**config.mk**
```make
export PLATFORM = sky130hd
export DESIGN_NAME = oam_dma
export DESIGN_NICKNAME = d
export VERILOG_FILES = /design/src/rtl/oam_dma_pkg.sv /design/src/rtl/oam_dma_slot_timer.sv /design/src/rtl/oam_dma.sv
export SDC_FILE = /design/constraint.sdc
export NUM_CORES = 1
export LEC_CHECK = 0
export CAP_MARGIN = 20
export CORE_MARGIN = 5
export CORE_UTILIZATION = 48
export DETAILED_ROUTE_END_ITERATION = 10
export PLACE_DENSITY = 0.84
export REMOVE_ABC_BUFFERS = 1
export SLEW_MARGIN = 20
export SYNTH_ARGS = -nofsm -noshare
export SYNTH_HDL_FRONTEND = slang
export SYNTH_SLANG_ARGS = --single-unit
```
**constraint.sdc**
```tcl
create_clock -name clk -period 1.93 [get_ports clk]
set_input_delay 0.2895 -clock clk [delete_from_list [all_inputs] [get_ports clk]]
set_output_delay 0.2895 -clock clk [all_outputs]
set_load 0.01 [all_outputs]
```
**src/rtl/oam_dma_pkg.sv**
```systemverilog
// Shared types and constants for the OAM DMA engine.
//   DMA_REG_ADDR : CPU register that triggers a transfer
//   OAM_BASE     : first OAM byte written by the engine
//   OAM_BYTES    : bytes copied per transfer
//   dma_state_t  : engine FSM states
//   fold_page    : maps echo-RAM source pages onto work RAM
package oam_dma_pkg;

  localparam logic [15:0] DMA_REG_ADDR = 16'hFF46;
  localparam logic [15:0] OAM_BASE     = 16'hFE00;
  localparam int unsigned OAM_BYTES    = 160;
  localparam logic [7:0]  LAST_INDEX   = 8'(OAM_BYTES - 1);

  typedef enum logic [1:0] {
    IDLE,
    DELAY,
    XFER,
    DONE
  } dma_state_t;

  // Pages 0xE0..0xFF mirror 0xC0..0xDF when folding is enabled.
  function automatic logic [7:0] fold_page(input logic [7:0] page, input logic fold_en);
    return (fold_en && (page >= 8'hE0)) ? (page - 8'h20) : page;
  endfunction

endpackage

```
**src/rtl/oam_dma_slot_timer.sv**
```systemverilog
// Phase counter for one DMA byte slot (CLKS_PER_BYTE clocks per byte).
//   clk, reset   : system clock, synchronous active-high reset
//   i_clear      : synchronous restart of the slot at phase 0
//   i_en         : advance the phase this clock
//   o_rd_phase   : phase 0, bus read request
//   o_cap_phase  : phase 1, read data is on the bus
//   o_wr_phase   : phase 2, OAM write request
//   o_slot_end   : last phase of the slot
module dma_slot_timer #(
  parameter int unsigned CLKS_PER_BYTE = 4
) (
  input  logic clk,
  input  logic reset,
  input  logic i_clear,
  input  logic i_en,
  output logic o_rd_phase,
  output logic o_cap_phase,
  output logic o_wr_phase,
  output logic o_slot_end
);

  localparam logic [4:0] LAST_PHASE = 5'(CLKS_PER_BYTE - 1);

  logic [4:0] r_phase;
  logic       w_slot_end;

  assign w_slot_end  = (r_phase == LAST_PHASE);
  assign o_slot_end  = w_slot_end;
  assign o_rd_phase  = (r_phase == 5'd0);
  assign o_cap_phase = (r_phase == 5'd1);
  assign o_wr_phase  = (r_phase == 5'd2);

  always_ff @(posedge clk) begin
    if (reset || i_clear) begin
      r_phase <= '0;
    end else if (i_en) begin
      r_phase <= w_slot_end ? '0 : (r_phase + 5'd1);
    end
  end

endmodule

```
**src/rtl/oam_dma.sv**
```systemverilog
// Game Boy OAM DMA initiator. A CPU write to 0xFF46 copies 160 bytes from
// page {src,00..9F} into OAM 0xFE00..0xFE9F over the shared byte bus.
//   clk, reset            : system clock, synchronous active-high reset
//   reg_addr/wdata/we/re  : CPU register path
//   reg_rdata, reg_hit    : registered read data / address hit
//   bus_addr/wdata/rd/wr  : initiator side of the byte bus
//   bus_rdata             : responder data, one clock after bus_rd
//   dma_active            : transfer in progress (CPU stalls non-HRAM)
module oam_dma
  import oam_dma_pkg::*;
#(
  parameter int unsigned CLKS_PER_BYTE = 4,
  parameter int unsigned START_DELAY   = 4,
  parameter int unsigned ECHO_FOLD     = 1
) (
  input  logic        clk,
  input  logic        reset,
  input  logic [15:0] reg_addr,
  input  logic [7:0]  reg_wdata,
  input  logic        reg_we,
  input  logic        reg_re,
  output logic [7:0]  reg_rdata,
  output logic        reg_hit,
  output logic [15:0] bus_addr,
  output logic [7:0]  bus_wdata,
  output logic        bus_rd,
  output logic        bus_wr,
  input  logic [7:0]  bus_rdata,
  output logic        dma_active
);

  localparam logic [15:0] LAST_DELAY = 16'(START_DELAY - 1);

  dma_state_t  r_state, w_next;
  logic [7:0]  r_src, r_index, r_data, r_rdata;
  logic [15:0] r_dly;
  logic        r_hit;
  logic        w_addr_hit, w_trig, w_rd_hit;
  logic        w_rd_phase, w_cap_phase, w_wr_phase, w_slot_end;
  logic        w_xfer;
  logic [15:0] w_rd_addr, w_wr_addr;

  assign w_addr_hit = (reg_addr == DMA_REG_ADDR);
  assign w_trig     = reg_we && w_addr_hit;
  assign w_rd_hit   = reg_re && w_addr_hit;
  assign w_xfer     = (r_state == XFER);

  // Any trigger restarts the slot; an in-flight phase-2 write has already
  // been presented on the bus this clock, so it completes untouched.
  dma_slot_timer #(.CLKS_PER_BYTE(CLKS_PER_BYTE)) u_timer (
    .clk        (clk),
    .reset      (reset),
    .i_clear    (w_trig || !w_xfer),
    .i_en       (w_xfer),
    .o_rd_phase (w_rd_phase),
    .o_cap_phase(w_cap_phase),
    .o_wr_phase (w_wr_phase),
    .o_slot_end (w_slot_end)
  );

  always_ff @(posedge clk) begin
    if (reset) begin
      r_state <= IDLE;
      r_src   <= '0;
      r_index <= '0;
      r_data  <= '0;
      r_dly   <= '0;
      r_rdata <= '0;
      r_hit   <= 1'b0;
    end else begin
      r_state <= w_next;
      r_hit   <= (reg_we || reg_re) && w_addr_hit;
      // Same-cycle write and read: the read observes the new value.
      r_rdata <= w_rd_hit ? (w_trig ? reg_wdata : r_src) : '0;
      if (w_trig) r_src <= reg_wdata;
      r_dly <= ((r_state == DELAY) && !w_trig) ? (r_dly + 16'd1) : '0;
      if (w_trig || !w_xfer) begin
        r_index <= '0;
      end else if (w_slot_end && (r_index != LAST_INDEX)) begin
        r_index <= r_index + 8'd1;
      end
      if (w_xfer && w_cap_phase) r_data <= bus_rdata;
    end
  end

  always_comb begin
    w_next = r_state;
    case (r_state)
      IDLE:    if (w_trig) w_next = DELAY;
      DELAY:   if (!w_trig && (r_dly == LAST_DELAY)) w_next = XFER;
      XFER: begin
        if (w_trig) w_next = DELAY;
        else if (w_slot_end && (r_index == LAST_INDEX)) w_next = DONE;
      end
      DONE:    w_next = w_trig ? DELAY : IDLE;
      default: w_next = IDLE;
    endcase
  end

  assign w_rd_addr = {fold_page(r_src, ECHO_FOLD != 0), r_index};
  assign w_wr_addr = OAM_BASE + {8'h00, r_index};

  always_comb begin
    bus_addr  = '0;
    bus_wdata = '0;
    bus_rd    = 1'b0;
    bus_wr    = 1'b0;
    if (w_xfer) begin
      if (w_rd_phase || w_cap_phase) begin
        bus_addr = w_rd_addr;
        bus_rd   = w_rd_phase;
      end else begin
        bus_addr = w_wr_addr;
        if (w_wr_phase) begin
          bus_wr    = 1'b1;
          bus_wdata = r_data;
        end
      end
    end
  end

  assign dma_active = (r_state != IDLE);
  assign reg_rdata  = r_rdata;
  assign reg_hit    = r_hit;

endmodule

```
# Word level (Yosys, flattened, before mapping)
# Cells that the tools add are included.
[word_totals] register_bits=56 out_inout_bits=36
[op_classes] n_addsub=5 eq_ne=13 magnitude_cmp=1 mux=19 n_bitwise=2 reduce_logical=21
[op_table] op="$mux 8" n=5
[op_table] op="$mux 16" n=2
[op_table] op="$add 16x1->16 const B" n=1
[op_table] op="$eq 16x16->1 const B" n=1
[op_table] op="$eq 16x2->1 const B" n=1
[op_table] op="$add 10x9->11 const A" n=1
[op_table] op="$eq 5x2->1 const B" n=2
[op_table] op="$add 8x1->8 const B" n=1
[op_table] op="$eq 8x8->1 const B" n=1
[op_table] op="$ge 8x8->1 const B" n=1
[op_table] op="$logic_and 1x1->1" n=8
[op_table] op="$mux 2" n=4
[op_table] op="$ne 8x8->1 const B" n=1
[op_table] op="$pmux 2 s4" n=1
[op_table] op="$sub 8x6->8 const B" n=1
[op_table] op="$mux 1" n=6
[op_table] op="$reduce_or 2->1" n=3
[op_table] op="$add 5x1->5 const B" n=1
[op_table] op="$eq 5x1->1 const B" n=1
[op_table] op="$logic_not 5->1" n=1
[op_table] op="$mux 5" n=1
[op_table] op="$eq 2x2->1 const B" n=2
[op_table] op="$logic_or 1x1->1" n=4
[op_table] op="$ne 3x2->1 const B" n=1
[op_table] op="other kinds (8)" n=10

# Depth between registers and ports, before layout
[logic_depth] ltp_word=6 mapped_depth=6

# Hierarchy
# Synthesis repeated with hierarchy kept, for this count alone.
[unflattened] cells_unflattened=326 hier_area_um2=2763.9
[by_module_without_submodules] module="oam_dma" n_inst=1 area_per_inst_um2=2409.8 cells_each=289 seq_area_each_um2=1021.0
[by_module_without_submodules] module="dma_slot_timer" n_inst=1 area_per_inst_um2=354.1 cells_each=37 seq_area_each_um2=100.1

# Worst setup path after synthesis
# No wires, ideal clock.
[synth_timing] path_type="flip-flop to output port" start="register u_timer.r_phase[0]" end="output bus_wdata[0]" path_stages_with_launch=7 n_path_buf=1 setup_slack_ns=0.071 arrival_time_ns=1.570 cell_sequence="dfxtp_1 -> inv_1 -> ha_1 -> o21ai_1 -> and4_1 -> buf_2 -> and2_1"
[synth_via] elab_chain_cells=4 word_cells_on_any_way=7 cone_classes="2 x eq/ne; 3 x mux; 2 x reduce/logical"
[synth_rtl] item="start: declaration" line_no="oam_dma_slot_timer.sv:24" rtl="logic [4:0] r_phase;"
[synth_rtl] item="start signal: assignment" line_no="oam_dma_slot_timer.sv:37" rtl="r_phase <= w_slot_end ? '0 : (r_phase + 5'd1);"
[synth_rtl] item="$eq 5x2->1 (tied with other cells)" line_no="oam_dma_slot_timer.sv:31" rtl="assign o_wr_phase = (r_phase == 5'd2);"
[synth_rtl] item="$mux 8 or $logic_or 1x1->1 (tied branches)" line_no="oam_dma.sv:114, oam_dma.sv:109"
[synth_rtl] item="$mux 8 (*)" line_no="oam_dma.sv:109" rtl="if (w_rd_phase || w_cap_phase) begin"
[synth_rtl] item="$mux 8 (*)" line_no="oam_dma.sv:108" rtl="if (w_xfer) begin"
[synth_rtl] item="end: declaration" line_no="oam_dma.sv:25" rtl="output logic [7:0] bus_wdata,"
# Mark *: on every way between the ends. The rest lies on a longest branch, timed or not.

# Final worst setup path
[layout_timing] start="register u_timer.r_phase[0]" end="output bus_wdata[2]"
# The elaborated chain is that of the path after synthesis.

==> results.cfg <==
[run_status]
status = complete, but fails checks
violations = negative setup slack

[clock_tree]
clock_sink_count = 56
cts_root_buf = clkbuf_8
clk_latency_ps = 310
clockBufferDepth = 2
htree_levels = 2
tritoncts = done
clk_pin_slew_ps = 100
cts_hold_buf = 0
numCtsBuffers = 5

[sta]
slew_headroom_pct = 66.52
rsz0062_at_grt = yes
max_slew.worst_pin.slew_ps = 500.8
fin_skew_ps = 9.350
fmax_mhz = 498.3
maxSlewViolCount = 0
finalCriticalPeriod_ps = 2007
tns_ps = -361.4
fin_crit_sh_pct = 104.0
setup_violations = 10
finalHoldViolations = 0
fin_ws_ps = -76.98

[pwr]
power_leakage_uw = 0.001492
ir_drop_mv = 0.3500
p_per_area_mw_per_mm2 = 520.6

[final_layout]
layout.nets = 443
fillers = 410
n_antenna_cell = 0
final_area_mm2 = 0.003871
regArea_mm2 = 0.001134
multi_input_area_mm2 = 0.001563
layout-drive-gt1-share_pct = 20.45
area_growth_syn_to_layout_pct = 45.12

[logic_synthesis]
syn_inst = 304
ys_warn_count = 0
synth.ff_latch_count = 56
ys_types = 43
synth-edff-count = 0
synthFlopType = dfxtp_1
syn_avg_cell_area_um2 = 8.775
synth_area_mm2 = 0.002668
ys_seq_area_share_pct = 42.03
async_flop_share_pct = 0

[critical_path]
crit_fanout = 3
slowest_stage = dfxtp_4
endpoint_kind = output pin
slowest_delay_ps = 390
cpMostUsedCell = buf_6
rr_worst_depth = 6
critPathRequiredTime_ps = 1640
crit_arrival_ps = 1720
path_cells = inv_4 > ha_4 > o21ai_4 > and4_4 > buf_6 > buf_6 > and2_4 > buf_6
cp-start-kind = flop
crit_type = flop to output pin

[routing]
first_pass_iters = 4
route.met3.wl_um = 352
wl_per_cell_um = 14.86
vias = 2555
topRoutingLayerUsed = met4
drtIter0Drc = 183
postRouteAntennaNets = 0
wl_met2_mm = 3.582
vias_per_cell = 5.402
drt-met1-wl_mm = 3.012
route.detailed.drc = 0
wirelength_mm = 7.030

[placement]
hpwl_mm = 4.888
place_area_mm2 = 0.003581
place_congestion = 0.8071
dp_slack_ps = -241.0
io_buffers = 71

[worst_hold_path]
holdPathStages = 2
hp-class = flop to flop

[floorplan]
dieArea_mm2 = 0.007149
start_util_pct = 49.05
rows = 27
dieHeight_um = 84.55
pin_count = 72
core_mm2 = 0.005439
fp.dieW_um = 84.55

[grt]
grt_overflow_total = 0
first_global_vias = 2490
grt_max_degree = 20
grt_pass1_wl_mm = 11.33
grtUsageTotal_pct = 19.00
antenna_found_initial = 0

[run]
drv_cap = 0
-- flip-flops by register name, indices dropped and copies added, names as in the netlist --
name / count
r_dly: 16
r_data: 8
r_src: 8
r_state: 2
r_index: 8
u_timer.r_phase: 5
reg_rdata: 8
reg_hit: 1
-- repair_timing --
action	CTS	global route
endpoints found under the hold margin	0	0
gates resized for setup	99	11
setup buffers	9	1
endpoints found under the setup margin	26	18
gates cloned	1	0
pin swaps	8	1
-- Yosys cell counts (2+ instances only) --
| master | n | area, µm² |
|---|---|---|
| nor2_1 | 58 | 217.7 |
| dfxtp_1 | 56 | 1121 |
| nand3_1 | 19 | 95.09 |
| mux2i_1 | 17 | 170.2 |
| and2_1 | 16 | 100.1 |
| a21oi_1 | 15 | 75.07 |
| xnor2_1 | 11 | 96.34 |
| inv_1 | 10 | 37.54 |
| o21ai_0 | 10 | 50.05 |
| nand4_1 | 9 | 56.30 |
| xor2_1 | 9 | 78.83 |
| nand2_1 | 8 | 30.03 |
| ha_1 | 7 | 87.58 |
| nor4_1 | 6 | 37.54 |
| buf_2 | 5 | 25.02 |
| clkbuf_1 | 5 | 18.77 |
| nor3_1 | 5 | 25.02 |
| and4_1 | 4 | 35.03 |
| and3_1 | 3 | 18.77 |
| a311o_1 | 2 | 20.02 |
| a41oi_1 | 2 | 17.52 |
| and4b_1 | 2 | 20.02 |
| nand2b_1 | 2 | 12.51 |
| nand3b_1 | 2 | 15.01 |
| nor4b_2 | 2 | 30.03 |
| o21ai_1 | 2 | 10.01 |
-- path summary, 6_finish.rpt --
path,start,endpoint,slack [ps]
setup / recovery,u_timer.r_phase[0],bus_wdata[2],-80
setup reg to reg,u_timer.r_phase[0],r_index[0],100
hold reg to reg,r_dly[15],r_dly[15],490
hold / removal,r_dly[15],r_dly[15],490
-- cells by family (layout without fill, tap and decap cells) --
family                   after synthesis  in the layout  share of synthesized area, %
adder cells (fa/ha/maj)                7              7                         3.283
multiplexers                          18             18                         6.801
flip-flops                            56             56                         42.03
AO/OA/AOI/OAI                         37             37                         9.147
AND/OR/NAND/NOR                      145            146                         28.99
buffers and inverters                 21            117                         3.189
XOR/XNOR                              20             20                         6.567
-- metal layers --
metal / vias up / track usage [%]
met3: 7 / 3.435
met5: - / 0
met4: 0 / 4.748
li1: 1256 / -
met2: 71 / 34.66
met1: 1221 / 22.88
-- placed cells by master (no fill, tap or decap), drive strengths merged, types with 10 or more instances in the layout --
cell / n
a21oi: 15
nor2: 58
buf: 36
and2: 16
dfxtp: 56
o21ai: 12
inv: 10
xnor2: 11
mux2i: 17
nand3: 19
clkdlybuf4s50: 45
-- where the power goes --
part / total, µW / switching, µW / internal (µW)
sequential: 1150 / 0.00212 / 1150
combinational: 111 / 35.7 / 75.2
clock: 753 / 367 / 386
-- worst max-delay path, delay by kind of cell (launching register included) --
kind            cells  cell delay, ps
simple gates        2             370
flops               1             390
buf+inv             4             330
fa+ha+maj           1             160
compound gates      1             150
-- per-stage QoR --
stage / power [µW] / std cells / hold slack (ps) / util [%]
6_report: 2015 / 473 / 487.1 / 71.18
5_1_grt: 2065 / 473 / 512.0 / 71.18
4_1_cts: 2037 / 472 / 490.2 / 70.85
3_5_place_dp: 1291 / 454 / 477.5 / 65.84
3_3_place_gp: 1290 / 454 / 458.5 / 65.84
2_1_floorplan: 1197 / 293 / 358.6 / -
-- final cells by class --
| type | count | share of cell area, % |
|---|---|---|
| Multi-Input combinational cell | 228 | 40.37 |
| Inverter | 10 | 1.034 |
| Tap cell | 72 | 2.327 |
| Sequential cell | 56 | 29.28 |
| Clock inverter | 2 | 0.9050 |
| Clock buffer | 6 | 1.875 |
| Timing Repair Buffer | 99 | 24.21 |
No activity file was read; power rests on OpenSTA's default activity.
